`config.mk`:
```
export PLATFORM = sky130hd
export DESIGN_NAME = w1_packer
export DESIGN_NICKNAME = d
export VERILOG_FILES = /design/src/rtl/dilithium_pkg.sv /design/src/rtl/w1_packer.sv
export SDC_FILE = /design/constraint.sdc
export NUM_CORES = 1
export LEC_CHECK = 0
export BUFFER_PORTS_ARGS = -buffer_cell sky130_fd_sc_hd__buf_2
export CAP_MARGIN = 25
export CORE_MARGIN = 10
export CORE_UTILIZATION = 60
export CTS_CLUSTER_DIAMETER = 100
export DETAILED_ROUTE_END_ITERATION = 10
export GPL_ROUTABILITY_DRIVEN = 0
export GPL_TIMING_DRIVEN = 1
export PLACE_DENSITY = 0.84
export SYNTH_ARGS = -nofsm -noshare
export SYNTH_HDL_FRONTEND = slang
export SYNTH_SLANG_ARGS = --single-unit
```
`constraint.sdc`:
```
create_clock -name clk -period 3.3 [get_ports clk]
set_input_delay 0.33 -clock clk [delete_from_list [all_inputs] [get_ports clk]]
set_output_delay 0.33 -clock clk [all_outputs]
set_load 0.02 [all_outputs]
```
`src/rtl/dilithium_pkg.sv`:
```
// Shared ML-DSA constants: security level encodings, w1 packing widths and limits.
package dilithium_pkg;

    localparam int unsigned SEC_LVL_W = 3;
    localparam logic [SEC_LVL_W-1:0] SEC_LVL_2 = 3'd2;
    localparam logic [SEC_LVL_W-1:0] SEC_LVL_3 = 3'd3;
    localparam logic [SEC_LVL_W-1:0] SEC_LVL_5 = 3'd5;

    localparam int unsigned Q = 8380417;

    localparam int unsigned R1_IN_W   = 24;
    localparam int unsigned W1_W_L2   = 6;
    localparam int unsigned W1_W_L35  = 4;
    localparam int unsigned W1_W_MAX  = 6;

    localparam int unsigned R1_MAX_L2  = 43;
    localparam int unsigned R1_MAX_L35 = 15;

    localparam int unsigned WORDS_L2  = 24;
    localparam int unsigned WORDS_L35 = 16;

    // Levels 3 and 5 share the 4-bit w1 encoding; everything else packs as level 2.
    function automatic logic lvl_is_w4(input logic [SEC_LVL_W-1:0] lvl);
        return (lvl == SEC_LVL_3) || (lvl == SEC_LVL_5);
    endfunction

    function automatic logic lvl_is_valid(input logic [SEC_LVL_W-1:0] lvl);
        return (lvl == SEC_LVL_2) || lvl_is_w4(lvl);
    endfunction

endpackage

```
`src/rtl/w1_packer.sv`:
```
// Packs r1 coefficients (4 or 6 bits each) into 64-bit words in SimpleBitPack order.
module w1_packer
    import dilithium_pkg::*;
#(
    parameter int unsigned N  = 256,
    parameter int unsigned DW = 64
) (
    input  logic                 clk,
    input  logic                 rst,
    input  logic [SEC_LVL_W-1:0] sec_lvl,
    input  logic                 valid_i,
    output logic                 ready_i,
    input  logic [R1_IN_W-1:0]   di,
    output logic [DW-1:0]        do_o,
    output logic                 valid_o,
    input  logic                 ready_o,
    output logic                 last_o,
    output logic                 err_o
);

    localparam int unsigned BUF_W  = DW + W1_W_MAX;
    localparam int unsigned CNT_W  = $clog2(BUF_W);
    localparam int unsigned IDX_W  = $clog2(N);
    localparam int unsigned WORD_W = $clog2(WORDS_L2);

    logic [BUF_W-1:0]     buf_q, buf_d;
    logic [CNT_W-1:0]     cnt_q, cnt_d;
    logic [IDX_W-1:0]     idx_q, idx_d;
    logic [WORD_W-1:0]    word_q, word_d;
    logic [SEC_LVL_W-1:0] lvl_q, lvl_d;
    logic [DW-1:0]        do_q, do_d;
    logic                 valid_q, valid_d;
    logic                 last_q, last_d;
    logic                 err_q, err_d;

    logic                 accept;
    logic                 drain;
    logic                 first;
    logic                 eff_w4;
    logic                 bad;
    logic [SEC_LVL_W-1:0] lvl_eff;
    logic [BUF_W-1:0]     coef_ext;
    logic [WORD_W-1:0]    word_last;

    // Next-state: fill and drain are mutually exclusive via the cnt threshold.
    always_comb begin
        buf_d    = buf_q;
        cnt_d    = cnt_q;
        idx_d    = idx_q;
        word_d   = word_q;
        lvl_d    = lvl_q;
        do_d     = do_q;
        valid_d  = valid_q;
        last_d   = last_q;
        err_d    = err_q;
        coef_ext = '0;
        bad      = 1'b0;

        ready_i   = !rst && (cnt_q < CNT_W'(DW));
        accept    = valid_i && ready_i;
        drain     = (cnt_q >= CNT_W'(DW)) && (!valid_q || ready_o);
        first     = (idx_q == '0);
        lvl_eff   = first ? sec_lvl : lvl_q;
        eff_w4    = lvl_is_w4(lvl_eff);
        word_last = lvl_is_w4(lvl_q) ? WORD_W'(WORDS_L35 - 1) : WORD_W'(WORDS_L2 - 1);

        if (accept) begin
            if (eff_w4) begin
                coef_ext = BUF_W'(di[W1_W_L35-1:0]);
                cnt_d    = cnt_q + CNT_W'(W1_W_L35);
                bad      = di > R1_IN_W'(R1_MAX_L35);
            end else begin
                coef_ext = BUF_W'(di[W1_W_L2-1:0]);
                cnt_d    = cnt_q + CNT_W'(W1_W_L2);
                bad      = di > R1_IN_W'(R1_MAX_L2);
            end
            // Bits at and above cnt are always zero, so OR-in is a plain insert.
            buf_d = buf_q | (coef_ext << cnt_q);
            idx_d = (idx_q == IDX_W'(N - 1)) ? '0 : idx_q + IDX_W'(1);
            if (first) begin
                lvl_d = sec_lvl;
                if (!lvl_is_valid(sec_lvl)) begin
                    bad = 1'b1;
                end
            end
            if (bad) begin
                err_d = 1'b1;
            end
        end

        if (drain) begin
            do_d    = buf_q[DW-1:0];
            valid_d = 1'b1;
            buf_d   = buf_q >> DW;
            cnt_d   = cnt_q - CNT_W'(DW);
            last_d  = (word_q == word_last);
            word_d  = (word_q == word_last) ? '0 : word_q + WORD_W'(1);
        end else if (valid_q && ready_o) begin
            valid_d = 1'b0;
            last_d  = 1'b0;
        end
    end

    always_ff @(posedge clk) begin
        if (rst) begin
            buf_q   <= '0;
            cnt_q   <= '0;
            idx_q   <= '0;
            word_q  <= '0;
            lvl_q   <= '0;
            do_q    <= '0;
            valid_q <= 1'b0;
            last_q  <= 1'b0;
            err_q   <= 1'b0;
        end else begin
            buf_q   <= buf_d;
            cnt_q   <= cnt_d;
            idx_q   <= idx_d;
            word_q  <= word_d;
            lvl_q   <= lvl_d;
            do_q    <= do_d;
            valid_q <= valid_d;
            last_q  <= last_d;
            err_q   <= err_d;
        end
    end

    assign do_o    = do_q;
    assign valid_o = valid_q;
    assign last_o  = last_q;
    assign err_o   = err_q;

endmodule

```
# After elaboration in Yosys (flattened, before gate mapping)

Index checks and enable logic that the tools add are counted.

Flip-flop bits (word level): 160
Input port bits: 31
Output and inout port bits: 68
Logic and storage cells: 64

Add/sub/neg operators: 5
Order comparisons: 4
Equal/unequal tests: 9
Shift-type cells: 1
Multiplexer cells: 18
Bitwise operators: 1
Reduce and logical (&&, ||, !) cells: 16

Operator list:

| cell                                                           | number |
|---|---|
| 2-to-1 mux 70 bit                                              | 1 |
| OR 70 bit                                                      | 1 |
| << shifter 70 x 7 -> 70 bit                                    | 1 |
| greater-than comparator 24 x 4 -> 1 bit, second input constant | 1 |
| greater-than comparator 24 x 6 -> 1 bit, second input constant | 1 |
| 2-to-1 mux 7 bit                                               | 3 |
| 2-to-1 mux 6 bit                                               | 3 |
| adder 7 x 3 -> 7 bit, second input constant                    | 2 |
| equality test 3 x 2 -> 1 bit, second input constant            | 4 |
| 2-to-1 mux 5 bit                                               | 2 |
| equality test 3 bit, second input constant                     | 3 |
| adder 8 x 1 -> 8 bit, second input constant                    | 1 |
| equality test 8 bit, second input constant                     | 1 |
| zero test 8 bit                                                | 1 |
| 2-to-1 mux 8 bit                                               | 1 |
| >= comparator 7 bit, second input constant                     | 1 |
| less-than comparator 7 bit, second input constant              | 1 |
| 2-to-1 mux 1 bit                                               | 7 |
| subtractor 7 bit, second input constant                        | 1 |
| adder 5 x 1 -> 5 bit, second input constant                    | 1 |
| equality test 5 bit                                            | 1 |
| logical OR 1 bit                                               | 5 |
| logical AND 1 bit                                              | 4 |
| nonzero test 2 bit                                             | 2 |
| 4 further kinds                                                | 5 |

# Depth between registers and ports, before layout

Word-level depth: 10
Gate-level depth with buffers: 8
Mapped depth without buffers: 7

# Least setup slack after synthesis

OpenSTA, ideal clock, no wires.

Path kind: reg2reg
Start point: register idx_q[0]
End point: register buf_q[24]
Library setup time: 117 ps
Data arrival time: 1804 ps
Required time: 3183 ps
Slack: 1379 ps
Cell stages (with the launch flop): 9
Path buffers: 1
Clock period less this slack: 1921 ps
Cells stage by stage: dfxtp_1 > inv_1 > ha_1 > nor4b_4 > a211o_2 > and3_1 > buf_6 > a31o_4 > a32o_1

Word-level cells in the longest chain between the ends: 8
Elaborated cells on any way between the ends: 9
Classes of those cells: eq/ne (2); shift (1); mux (3); bitwise (1); reduce/logical (2)

Ends and longest elaborated chain:

| element                                                                    | RTL line            | text |
|---|---|---|
| from (decl)                                                                | w1_packer.sv:28     | `logic [IDX_W-1:0] idx_q, idx_d;` |
| from (signal assigned)                                                     | w1_packer.sv:118    | `idx_q <= idx_d;` |
| zero test 8 bit *                                                          | w1_packer.sv:62     | `first = (idx_q == '0);` |
| 2-to-1 mux 3 bit *                                                         | --                  |  |
| equality test 3 x 2 -> 1 bit / equality test 3 bit (equally long branches) | dilithium_pkg.sv:24 | `return (lvl == SEC_LVL_3) \|\| (lvl == SEC_LVL_5);` |
| logical OR 1 bit *                                                         | dilithium_pkg.sv:24 |  |
| 2-to-1 mux 6 bit *                                                         | w1_packer.sv:68     | `if (eff_w4) begin` |
| 2-to-1 mux 70 bit *                                                        | w1_packer.sv:67     | `if (accept) begin` |
| << shifter 70 x 7 -> 70 bit *                                              | w1_packer.sv:78     | `buf_d = buf_q \| (coef_ext << cnt_q);` |
| OR 70 bit *                                                                | w1_packer.sv:78     |  |
| to (signal assigned)                                                       | w1_packer.sv:116    | `buf_q <= buf_d;` |
| to (decl)                                                                  | w1_packer.sv:26     | `logic [BUF_W-1:0] buf_q, buf_d;` |

Every way passes the cells marked *; elsewhere a longest branch is shown, timed or not. The select of a mux whose other input is x is not followed.
A chain may end at the register's enable or synchronous reset.

# Worst setup path after layout

Start point: register idx_q[0]
End point: register buf_q[44]

Same word-level chain as after synthesis.

==> results.txt <==
The flow ran to the end, and the final reports show no timing, DRC or antenna violations. The logs give 36 for the site row count and 0 ps for the setup TNS. Timing would allow up to 417 MHz. The largest fanout on the critical path was 14.

For the CTS buffer count, the log shows 17. The count of unresolved DRC violations after routing is 0. The tool flagged a number of max-cap violations equal to 0. Measured along the y axis, the die boundary spans 121 um.

Of all cell types, the one taking the most synthesized area is sky130_fd_sc_hd__dfxtp_1. The number of cells on the worst reg-to-reg path is 7. The share of layout cells above drive strength 1 came out at 18.3%.

The remaining max-slew budget at the tightest pin is 42.0%, and the met2 demand-to-capacity share in global routing is 33.9%. Clock latency on the worst-skew pair, taken at its later pin, is 530 ps. The number of enable-type register cells in the synthesized netlist was 0. For met3 alone, demand over resource in global routing was 6.70%.

Static leakage: 2.89 nW. For the full die area, the log shows 0.0147 sq mm. After synthesis, the cell types taking the most area are sky130_fd_sc_hd__dfxtp_1 (52%), sky130_fd_sc_hd__nand2_1 (12%), sky130_fd_sc_hd__a21oi_1 (7.5%), sky130_fd_sc_hd__nor2_1 (2.9%), sky130_fd_sc_hd__o21ai_0 (2.8%). The top flip-flop cell by instance count after synthesis is sky130_fd_sc_hd__dfxtp_1. Total count of max-transition violations in the final report: 0. The worst hold path was traced through 2 stages. The startpoint identified for the worst hold timing path is sec_lvl[1].

The first detailed-routing pass took 5 iterations. The count of instances resized after the clock tree is built was 0. The worst setup path is of the reg -> reg kind. TritonCTS built the clock tree.

STA puts the critical path data arrival time at 2800 ps. The startpoint type of the worst setup path was a flip-flop. After clock tree synthesis, the setup repair step added 0 buffers. The largest vdd supply drop is 0.416 mV. The H-tree was split into 4 levels. In the final design database the tool counted 859 nets. The tools report the endpoint of the lowest-slack register-to-register path as buf_q[44]$_SDFFE_PP0P_.

Hold repair after CTS inserted 0 buffers. During synthesis, Yosys emitted a total of 0 warnings. The number of different library cells used by synthesis comes to 56.

Dividing the detail-routed wire length by the instance count gives 16.4 um. With fillers left out, the area of the finished cells amounts to 0.00731 sq mm. Synthesis produced a netlist with a net count of 779.

After synthesis, the share of flip-flops with an asynchronous set or reset is 0%. The root buffer cell is sky130_fd_sc_hd__clkbuf_8. Setup repair after global routing left no endpoint under its margin.

The routed layout has 5553 vias. The count of nets left with antenna violations once routing finished came out at 0. The leading cell type in the layout, fill and taps excluded is sky130_fd_sc_hd__nand2_1. The setup skew after layout is 7.73 ps. The final period demand of the worst path is 2400 ps, and the mean number of vias per cell is 5.73. The placeable core region is 0.00991 sq mm, and the standard cell area after detailed placement is 0.00673 sq mm.

At the worst endpoint, the required time is 3700 ps. For the number of global-route vias before repair, the log shows 5423. In the finished design, the share of the clock period the worst path needs comes to 72.7%.

For the largest net degree at the start of global routing, the log shows 76. The share of synthesized area occupied by flip-flops and latches is 51.6%, and the number of buffers on the longest clock path is 2. Clock-pin slew was measured on the worst setup and hold paths at 70 ps. The number of flip-flops and latches in the synthesized netlist works out to 159.

Once layout is complete, the cells apart from fillers number 969. After legalization and detailed placement, the total HPWL measured 11200 um. For the total standard cell area after synthesis, the log shows 0.00617 sq mm. The horizontal extent of the die came out at 121 um.

The logs give 0 for the sum of overflow across all layers after global routing and 936 for the count of placed standard cells including taps. Hold violation count in the final report: 0. During I/O placement, the number of pins put on the boundary was 99. The worst register-to-register path has a setup slack of 900 ps. The count of buffers added on input and output ports is 98. For this design the ratio of total power to cell area is 575 mW/mm^2. The path with the worst hold slack has its endpoint at lvl_q[1]$_SDFFE_PP0P_. The tools report the count of final setup violators as 0. The filler cells instantiated in the layout total 744. The sink count of the clock tree is 159.

The area share of the largest cell type after synthesis was 51.6%; the starting density of the core was 62.3%. The tightest hold path in the finished design has a slack of 59.1 ps. For the pin with the worst max-slew slack, the measured transition is 866 ps.

The tools report the met1 layer usage reported by global route as 26.4%. Counting every instance in the synthesized netlist gives 742. Mean instance size in the synthesized netlist: 8.32 sq um.

The number of antenna violations at the first check in global routing was 1; the total routed wirelength was 15900 um. The top cell types in the final layout, fill and taps aside, are sky130_fd_sc_hd__nand2_1 (199), sky130_fd_sc_hd__dfxtp_1 (159), sky130_fd_sc_hd__buf_2 (98). The synthesis-to-layout area growth was 18.5%.

The endpoint type of the worst setup path was a flip-flop. For the combined global-route utilization of all metal layers, the log shows 21.6%. The worst register-to-register path begins at idx_q[0]$_SDFFE_PP0P_.

In this run, the number of DRC markers left after iteration 0 of detailed routing was 590. Busiest metal layer after global routing: met2. The first global-routing pass estimated 26100 um of wire. Path category of the worst min-delay check: in -> reg.
## how the worst max path moves through the flow
| stage | from | to | slack (ps) | cells past startpoint |
|---|---|---|---|---|
| 2_1_floorplan | idx_q[0]$_SDFFE_PP0P_ | buf_q[24]$_SDFFE_PP0P_ | 1380 | 8 |
| 3_3_place_gp | ready_o | buf_q[48]$_SDFFE_PP0P_ | 1050 | 7 |
| 3_5_place_dp | idx_q[0]$_SDFFE_PP0P_ | buf_q[44]$_SDFFE_PP0P_ | 940 | 7 |
| 4_1_cts | idx_q[0]$_SDFFE_PP0P_ | buf_q[44]$_SDFFE_PP0P_ | 930 | 7 |
| 5_1_grt | idx_q[0]$_SDFFE_PP0P_ | buf_q[52]$_SDFFE_PP0P_ | 690 | 7 |
| 6_report | idx_q[0]$_SDFFE_PP0P_ | buf_q[44]$_SDFFE_PP0P_ | 900 | 7 |
## synth_stat cells, drive strengths merged (7+ instances only)
cell	count
inv	7
a22o	12
a21oi	93
o21ai	35
nor3	7
dfxtp	159
a31oi	9
buf	17
clkbuf	29
nor2	47
xor2	9
and3	12
nand2	200
nand3	18
## layer usage
layer / up-vias / share of wire, % / wire, um
li1: 2711 / - / -
met1: 2551 / 42 / 6700
met2: 251 / 46 / 7270
met3: 40 / 9.6 / 1540
met4: 0 / 2.6 / 412
met5: - / 0 / 0
## state kept, by name (all words and copies together), names as in the netlist
name / cells
last_o: 1
word_q: 5
lvl_q: 3
valid_o: 1
idx_q: 8
err_o: 1
do_o: 64
cnt_q: 6
buf_q: 70
## critical path, cell delays in order, from the launching register on
cell                      delay, ps
sky130_fd_sc_hd__dfxtp_1        330
sky130_fd_sc_hd__inv_1           80
sky130_fd_sc_hd__ha_1           140
sky130_fd_sc_hd__nor4b_4        250
sky130_fd_sc_hd__nand4_2        350
sky130_fd_sc_hd__and3_1         480
sky130_fd_sc_hd__a21oi_1        470
sky130_fd_sc_hd__o21ai_0        170
## where the power goes
group          switching (mW)  internal [mW]
logic                   0.202         0.0996
clock network           0.809           1.11
registers              0.0365           1.95
## per-stage QoR
step	worst slack (ps)	util (%)	power (mW)
2_1_floorplan	1380	-	2.21
3_3_place_gp	1050	67.6	2.30
3_5_place_dp	935	67.9	2.32
4_1_cts	925	73.8	4.21
5_1_grt	692	73.8	4.33
6_report	902	73.8	4.20
## cell families after synthesis
family,count (synthesis),synth area share (%)
compound gates,190,18.8
flops,159,51.6
mux,5,0.811
simple gates,315,22.2
fa+ha+maj,6,1.22
buf+inv,54,3.63
xor+xnor,13,1.85
## layout make-up
cell class | instances | area [sq um] | share of cell area (%)
Clock inverter | 14 | 156 | 2.14
Inverter | 8 | 30.0 | 0.411
Multi-Input combinational cell | 529 | 2770 | 37.9
Timing Repair Buffer | 107 | 578 | 7.90
Sequential cell | 159 | 3180 | 43.5
Clock buffer | 18 | 428 | 5.85
Tap cell | 133 | 166 | 2.28
Antenna cell | 1 | 2.50 | 0.0342
Note: power is estimated with default switching activity, not from simulation.
